File: src/rtl/frame_word_filler.sv
// frame_word_filler: supplies one telemetry word per buffer read request.
// The word is chosen from the frame read pointer (counter slots or a
// sub-frame fill pattern) or from one of three test patterns. Every slot
// counter is guarded so it advances at most once per visit to its slot.
module frame_word_filler #(
  parameter int WORD_W    = 12,
  parameter int PTR_W     = 10,
  parameter int CNT_W     = 8,
  parameter int UP_SLOT   = 0,
  parameter int DOWN_SLOT = 5,
  parameter int SLOW_SLOT = 297,
  parameter int SUB_W     = 4,
  parameter int FILL_STEP = 11,
  parameter int SLOW_DIV  = 32
) (
  input  logic              clk,
  input  logic              reset,
  input  logic              bufGetWord,
  input  logic [PTR_W-1:0]  bufRdPointer,
  input  logic [1:0]        mode,
  output logic [WORD_W-1:0] dataWord,
  output logic              wordValid,
  output logic              frameStart
);

  localparam int SLOW_W = WORD_W - 2;
  localparam int RAMP_W = WORD_W - 1;
  localparam int GRP_W  = (SLOW_DIV > 1) ? $clog2(SLOW_DIV) : 1;

  localparam logic [PTR_W-1:0] UP_P   = PTR_W'(UP_SLOT);
  localparam logic [PTR_W-1:0] DOWN_P = PTR_W'(DOWN_SLOT);
  localparam logic [PTR_W-1:0] SLOW_P = PTR_W'(SLOW_SLOT);
  localparam logic [GRP_W-1:0] GRP_LAST = GRP_W'(SLOW_DIV - 1);

  // Fill payload: sub-frame index times FILL_STEP, kept modulo 2^CNT_W.
  function automatic logic [CNT_W-1:0] fill_payload(input logic [SUB_W-1:0] sub);
    return CNT_W'(sub) * CNT_W'(FILL_STEP);
  endfunction

  // Checkerboard: odd pointers put a 1 in bit 0, even pointers a 0; MSB is 0.
  function automatic logic [WORD_W-1:0] checker_word(input logic odd);
    logic [WORD_W-1:0] w;
    w = '0;
    for (int i = 0; i < WORD_W - 1; i++) begin
      w[i] = ((i % 2) == 0) ? odd : ~odd;
    end
    return w;
  endfunction

  logic [CNT_W-1:0]  up_cnt_r;
  logic [CNT_W-1:0]  down_cnt_r;
  logic [SLOW_W-1:0] slow_cnt_r;
  logic [GRP_W-1:0]  grp_cnt_r;
  logic              up_arm_r;
  logic              down_arm_r;
  logic              slow_arm_r;
  logic [WORD_W-1:0] word_s;

  // Select the word for the pointer and mode presented in this cycle.
  always_comb begin
    word_s = '0;
    case (mode)
      2'd0: begin
        if (bufRdPointer == UP_P) begin
          word_s[CNT_W+2:3] = up_cnt_r;
          word_s[2:0]       = 3'b001;
        end else if (bufRdPointer == DOWN_P) begin
          word_s[CNT_W+2:3] = down_cnt_r;
          word_s[2:0]       = 3'b001;
        end else if (bufRdPointer == SLOW_P) begin
          word_s[WORD_W-2:1] = slow_cnt_r;
        end else begin
          word_s[CNT_W+2:3] = fill_payload(bufRdPointer[SUB_W-1:0]);
          word_s[2:0]       = 3'b000;
        end
      end
      2'd1: begin
        word_s[2:0] = 3'b010;
      end
      2'd2: begin
        word_s[WORD_W-2:0] = RAMP_W'(bufRdPointer);
      end
      2'd3: begin
        word_s = checker_word(bufRdPointer[0]);
      end
      default: begin
        word_s = '0;
      end
    endcase
  end

  // Serve requests, advance guarded slot counters and drive registered outputs.
  always_ff @(posedge clk or negedge reset) begin
    if (!reset) begin
      dataWord   <= '0;
      wordValid  <= 1'b0;
      frameStart <= 1'b0;
      up_cnt_r   <= '0;
      down_cnt_r <= '0;
      slow_cnt_r <= '0;
      grp_cnt_r  <= '0;
      up_arm_r   <= 1'b1;
      down_arm_r <= 1'b1;
      slow_arm_r <= 1'b1;
    end else if (bufGetWord) begin
      dataWord   <= word_s;
      wordValid  <= 1'b1;
      frameStart <= (bufRdPointer == '0);

      if (bufRdPointer == UP_P) begin
        if (up_arm_r) begin
          up_cnt_r <= up_cnt_r + CNT_W'(1);
          up_arm_r <= 1'b0;
        end
      end else begin
        up_arm_r <= 1'b1;
      end

      if (bufRdPointer == DOWN_P) begin
        if (down_arm_r) begin
          down_cnt_r <= down_cnt_r - CNT_W'(1);
          down_arm_r <= 1'b0;
        end
      end else begin
        down_arm_r <= 1'b1;
      end

      if (bufRdPointer == SLOW_P) begin
        if (slow_arm_r) begin
          slow_arm_r <= 1'b0;
          grp_cnt_r  <= (grp_cnt_r == GRP_LAST) ? '0 : grp_cnt_r + GRP_W'(1);
          if (grp_cnt_r == '0) begin
            slow_cnt_r <= slow_cnt_r + SLOW_W'(1);
          end
        end
      end else begin
        slow_arm_r <= 1'b1;
      end
    end else begin
      wordValid  <= 1'b0;
      frameStart <= 1'b0;
    end
  end

endmodule

File: config.mk
export PLATFORM = sky130hd
export DESIGN_NAME = frame_word_filler
export DESIGN_NICKNAME = d
export VERILOG_FILES = /design/src/rtl/frame_word_filler.sv
export SDC_FILE = /design/constraint.sdc
export NUM_CORES = 1
export LEC_CHECK = 0
export CORE_ASPECT_RATIO = 1.5
export CORE_UTILIZATION = 40
export DETAILED_ROUTE_END_ITERATION = 6
export GPL_TIMING_DRIVEN = 0
export SETUP_SLACK_MARGIN = 0.5
export SYNTH_ARGS = -nofsm -noshare
export SYNTH_HDL_FRONTEND = slang
export SYNTH_SLANG_ARGS = --single-unit
File: constraint.sdc
create_clock -name clk -period 2.4 [get_ports clk]
set_input_delay 0.24 -clock clk [delete_from_list [all_inputs] [get_ports clk]]
set_output_delay 0.24 -clock clk [all_outputs]
set_load 0.02 [all_outputs]
; ---- Yosys cells after proc, flatten, opt, wreduce, memory -nomap -nowiden
; Index checks and enable logic that the tools add are counted.
; W data, S select, Z words.
[word_totals]
rom_bits = 0
register_bits = 47
word_cells = 40
ramBits = 0
inputBits = 15
latch_bits = 0
mem_count = 0
[classes]
shifts = 0
multipliers = 1
muxes = 11
magnitude_cmp = 0
n_reduce_logical = 7
addsub = 4
bitwise_logic = 1
n_div = 0
n_eq_ne = 6
[op_table]
columns = op, n
row1 = $pmux W8 S3, 1
row2 = $mux W11, 2
row3 = $pmux W3 S4, 1
row4 = $add A10 B1 Y10 const B, 1
row5 = $eq A10 B3 Y1 const B, 1
row6 = $eq A10 B9 Y1 const B, 1
row7 = $logic_not A10 Y1, 1
row8 = $mux W10, 1
row9 = $reduce_and A3 Y1, 3
row10 = $add A8 B1 Y8 const B, 1
row11 = $mul A4 B4 Y8 const B, 1
row12 = $sub A8 B1 Y8 const B, 1
row13 = $add A5 B1 Y5 const B, 1
row14 = $eq A5 B5 Y1 const B, 1
row15 = $logic_not A5 Y1, 1
row16 = $mux W1, 5
row17 = $mux W5, 1
row18 = $eq A2 B2 Y1 const B, 2
row19 = $reduce_and A4 Y1, 1
row20 = $eq A2 B1 Y1 const B, 1
row21 = $logic_not A2 Y1, 1
row22 = $not A1 Y1, 1

; ---- Depth between registers and ports, before layout
[depth]
ltp_word = 5
depth_mapped = 8

; ---- Worst setup path after synthesis
; No wires, ideal clock.
[synth_path]
kind = input-to-reg
startpoint = input bufRdPointer[0]
endpoint = register dataWord[9]
path_stages = 8
n_path_buf = 0
setup_time_ns = 0.094
slack_ns = 0.283
t_arrival_ns = 2.023
path_cell_list = ha_1 -> ha_1 -> fa_1 -> a21o_1 -> a21oi_1 -> xnor2_1 -> o21ai_0 -> a211oi_1
[synth_between]
elab_chain_cells = 5
elab_cells_between_ends = 9
cone_classes = mul (1) / eq/ne (2) / mux (4) / bitwise (1) / reduce/logical (1)
[synth_rtl]
columns = element, line
row1 = "start, declared", 19  ; input logic [PTR_W-1:0] bufRdPointer,
row2 = $mul A4 B4 Y8 or $eq A10 B9 Y1 (tied branches), "37, 70"
row3 = $mux W10, 70  ; end else if (bufRdPointer == SLOW_P) begin
row4 = $mux W11, 67  ; end else if (bufRdPointer == DOWN_P) begin
row5 = $mux W11, 64  ; if (bufRdPointer == UP_P) begin
row6 = $pmux W8 S3 (*), 62  ; case (mode)
row7 = "end signal, assigned", 106  ; dataWord <= word_s;
row8 = "end, declared", 21  ; output logic [WORD_W-1:0] dataWord,
; Mark *: on every way between the ends. The rest lies on a longest branch, timed or not.
; A chain may end at the register's enable or synchronous reset.

; ---- Worst setup path after layout
[layout_path]
startpoint = register grp_cnt_r[0]
endpoint = register slow_cnt_r[9]
[layout_between]
elab_chain_cells = 2
[layout_rtl]
columns = element, line
row1 = "start, declared", 53  ; logic [GRP_W-1:0] grp_cnt_r;
row2 = "start signal, assigned", 131  ; grp_cnt_r <= (grp_cnt_r == GRP_LAST) ? '0 : grp_cnt_r + GRP_W'(1);
row3 = $logic_not A5 Y1, 132  ; if (grp_cnt_r == '0) begin
row4 = $reduce_and A4 Y1 (no source line), n/a
row5 = "end signal, assigned", 133  ; slow_cnt_r <= slow_cnt_r + SLOW_W'(1);
row6 = "end, declared", 52  ; logic [SLOW_W-1:0] slow_cnt_r;
; No other way between the ends.

==> out/qor.txt <==
vias in the first global route -> 2368
Mapped Area -> 0.002849 sq mm
Max H-tree Level -> 2
placed cells -> 400
Tmin final -> 1860 ps
Max-Cap Viols -> 0
M1 GR Usage -> 0.2237
Yosys warning total -> 0
outcome -> finished with violations
routed length per placed instance -> 16.55 um
Yosys top cell by area -> dfrtp_1
crit start category -> flop
GRT Util Overall -> 0.1962
Layout fillers -> 660
Final Net Count -> 368
largest cells by area after synthesis -> dfrtp_1 39%, ha_1 8.3%, xnor2_1 5.8%, nand2_1 3.4%, a21oi_1 3.3%
setup TNS -> 0 ps
clk sinks -> 47
I/O Pins -> 29
Detailed Routing Iterations Pass 1 -> 7
Skew-Pair Late Insertion Delay -> 310 ps
worst-margin pin slew -> 570.7 ps
GPL Wtd Cong -> 0.8655
Clock Tree Buf Depth -> 2
total gr overflow -> 0
Root Driver -> clkbuf_8
initial antenna violation count -> 0
worst vdd ir -> 0.2934 mV
fin util -> 0.5128
share of synthesized area occupied by flip-flops and latches -> 0.4141
CTS Buf Count -> 5
CP endpoint kind -> flop
GRT busiest layer -> met2
Slew headroom -> 0.6166
die height -> 105.4 um
Worst Path Required -> 2600 ps
# rows -> 37
Tot Pwr -> 1.804 mW
Leak Pwr -> 1.515 nW
starting density of the core -> 0.4158
achievable frequency -> 0.5375 GHz
endpoints failing setup -> 0
Post-DP HPWL -> 5278 um
first-pass GRT wire length -> 11280 um
die area -> 0.007471 sq mm
top cells by count, synth -> 44 x dfrtp_1, 26 x nand2_1, 20 x nor2_1
Yosys top cell area share -> 0.3865
M2 GR Usage -> 0.3489
Synth Register Bits -> 47
ys flop type -> dfrtp_1
drt total wl -> 6820 um
Slew Viols, Final -> 0
Via density -> 5.626
FFs w/ async S/R, synth -> 1.000
drc violations -> 5
syn_area_per_cell -> 9.658 sq um
GRT met3 Usage -> 0.03155
fraction of layout cells with a size suffix above 1 -> 0.1796
Cell Pwr Density -> 513.4 mW/mm^2
crit path kind -> flop to flop
Cell variety after synth -> 49
Post-synth EDFFs -> 0
DIE WIDTH -> 70.91 um
critical path peak fanout -> 4
area grow syn2layout -> 23.32%
Post-Synthesis Cells -> 295
ANT nets after route -> 0
Final Skew -> 8.063 ps
Hold WC Path Type -> input port to flop
port buffer count -> 26
vias -> 2318
RSZ-0062 raised after global routing -> true
largest net degree at the start of global routing -> 30
Core Region -> 0.006852 sq mm
Syn Nets -> 330
final hold viol count -> 0
violated checks -> DRC
Worst EP arrival -> 2070 ps
Clock transition at path regs -> 100 ps
number of diodes -> 0
CTS tree -> yes
Tcrit/Tclk final -> 0.7752
initial drt markers -> 151
fin cells -> 412
top-count cell post-synth -> dfrtp_1
[report_power, final]
part / switching [mW] / internal [mW]
logic: 0.199 / 0.165
registers: 0.0161 / 0.818
clock network: 0.291 / 0.314
[metal layers]
| metal | routed length, um | vias up | part of all wire |
|---|---|---|---|
| met2 | 3478 | 46 | 0.51 |
| met5 | 0 | - | 0 |
| met1 | 2898 | 1116 | 0.42 |
| met3 | 195 | 19 | 0.029 |
| met4 | 247 | 0 | 0.036 |
| li1 | - | 1137 | - |
[state kept, by name (all words and copies together) (netlist names)]
signal      cells
grp_cnt_r       5
wordValid       1
up_arm_r        1
slow_arm_r      1
slow_cnt_r     10
frameStart      1
down_cnt_r      8
down_arm_r      1
up_cnt_r        8
dataWord       11
[cell families after synthesis]
family	share of synthesized area
AOI/OAI and AO/OA	0.1480
xor gates and xnor gates	0.08301
other	0.001316
adders and majority gates	0.09047
muxes	0.02723
and+or+nand+nor	0.1994
DFF	0.4141
buffers and inverters	0.03646
[cells in the final DEF, fill, tap and decap left out, types with 7 or more instances in the layout]
cell type,synthesis,layout
xor2_1,8,8
a21oi_1,19,18
xnor2_1,19,18
o21ai_0,15,14
nor2_1,20,19
o221ai_1,9,7
nand3_1,11,9
dfrtp_1,44,44
nand2_1,26,26
inv_1,13,13
ha_1,19,12
nand4_1,7,7
clkdlybuf4s50_1,0,15
[worst paths after layout]
path | start | slack [ps] | cells after the start | endpoint
max | grp_cnt_r[0] | 540 | 7 | slow_cnt_r[9]
min | bufGetWord | 260 | 1 | wordValid
max reg2reg | grp_cnt_r[0] | 540 | 7 | slow_cnt_r[9]
min reg2reg | down_cnt_r[7] | 490 | 1 | down_cnt_r[7]
max in group asynchronous | reset | 1420 | 3 | slow_arm_r
min in group asynchronous | reset | 400 | 2 | up_cnt_r[2]
[critical path: stages (launching register included)]
cell and delay, ps:
dfrtp_1 420, inv_1 90, ha_1 140, nor4b_1 300
nand2_1 170, nor3_1 340, nand4_1 160, xnor2_1 150
[metrics by stage]
| step | setup WS [ps] | hold slack [ps] | area [sq um] |
|---|---|---|---|
| finish | 539.6 | 255.4 | 3513 |
| global route | 440.6 | 259.8 | 3513 |
| CTS | 503.8 | 285.4 | 3460 |
| detailed placement | -564.3 | 214.1 | 3262 |
| global placement | -491.1 | 465.1 | 3247 |
| floorplan | 488.3 | -55.59 | 2889 |
[area by class of cell]
class                      count  area [sq um]  area share
sequential                    47          1180      0.3358
inverter                      13         48.80     0.01389
multi-input combinational    224          1722      0.4900
tap                           78         97.59     0.02778
clock buffer                   5         68.82     0.01959
timing repair buffer          31         285.3     0.08120
clock inverter                 3         46.29     0.01318
buffer                        11         65.06     0.01852
[timing repair]
item | 4_1_cts | 5_1_grt
gates resized for setup | 39 | 15
setup buffers | 3 | 0
endpoints found under the hold margin | 17 | 0
setup endpoints to repair | 40 | 20
pin swaps | 3 | 4
hold buffers | 1 | 0
No activity file was read; power rests on OpenSTA's default activity.
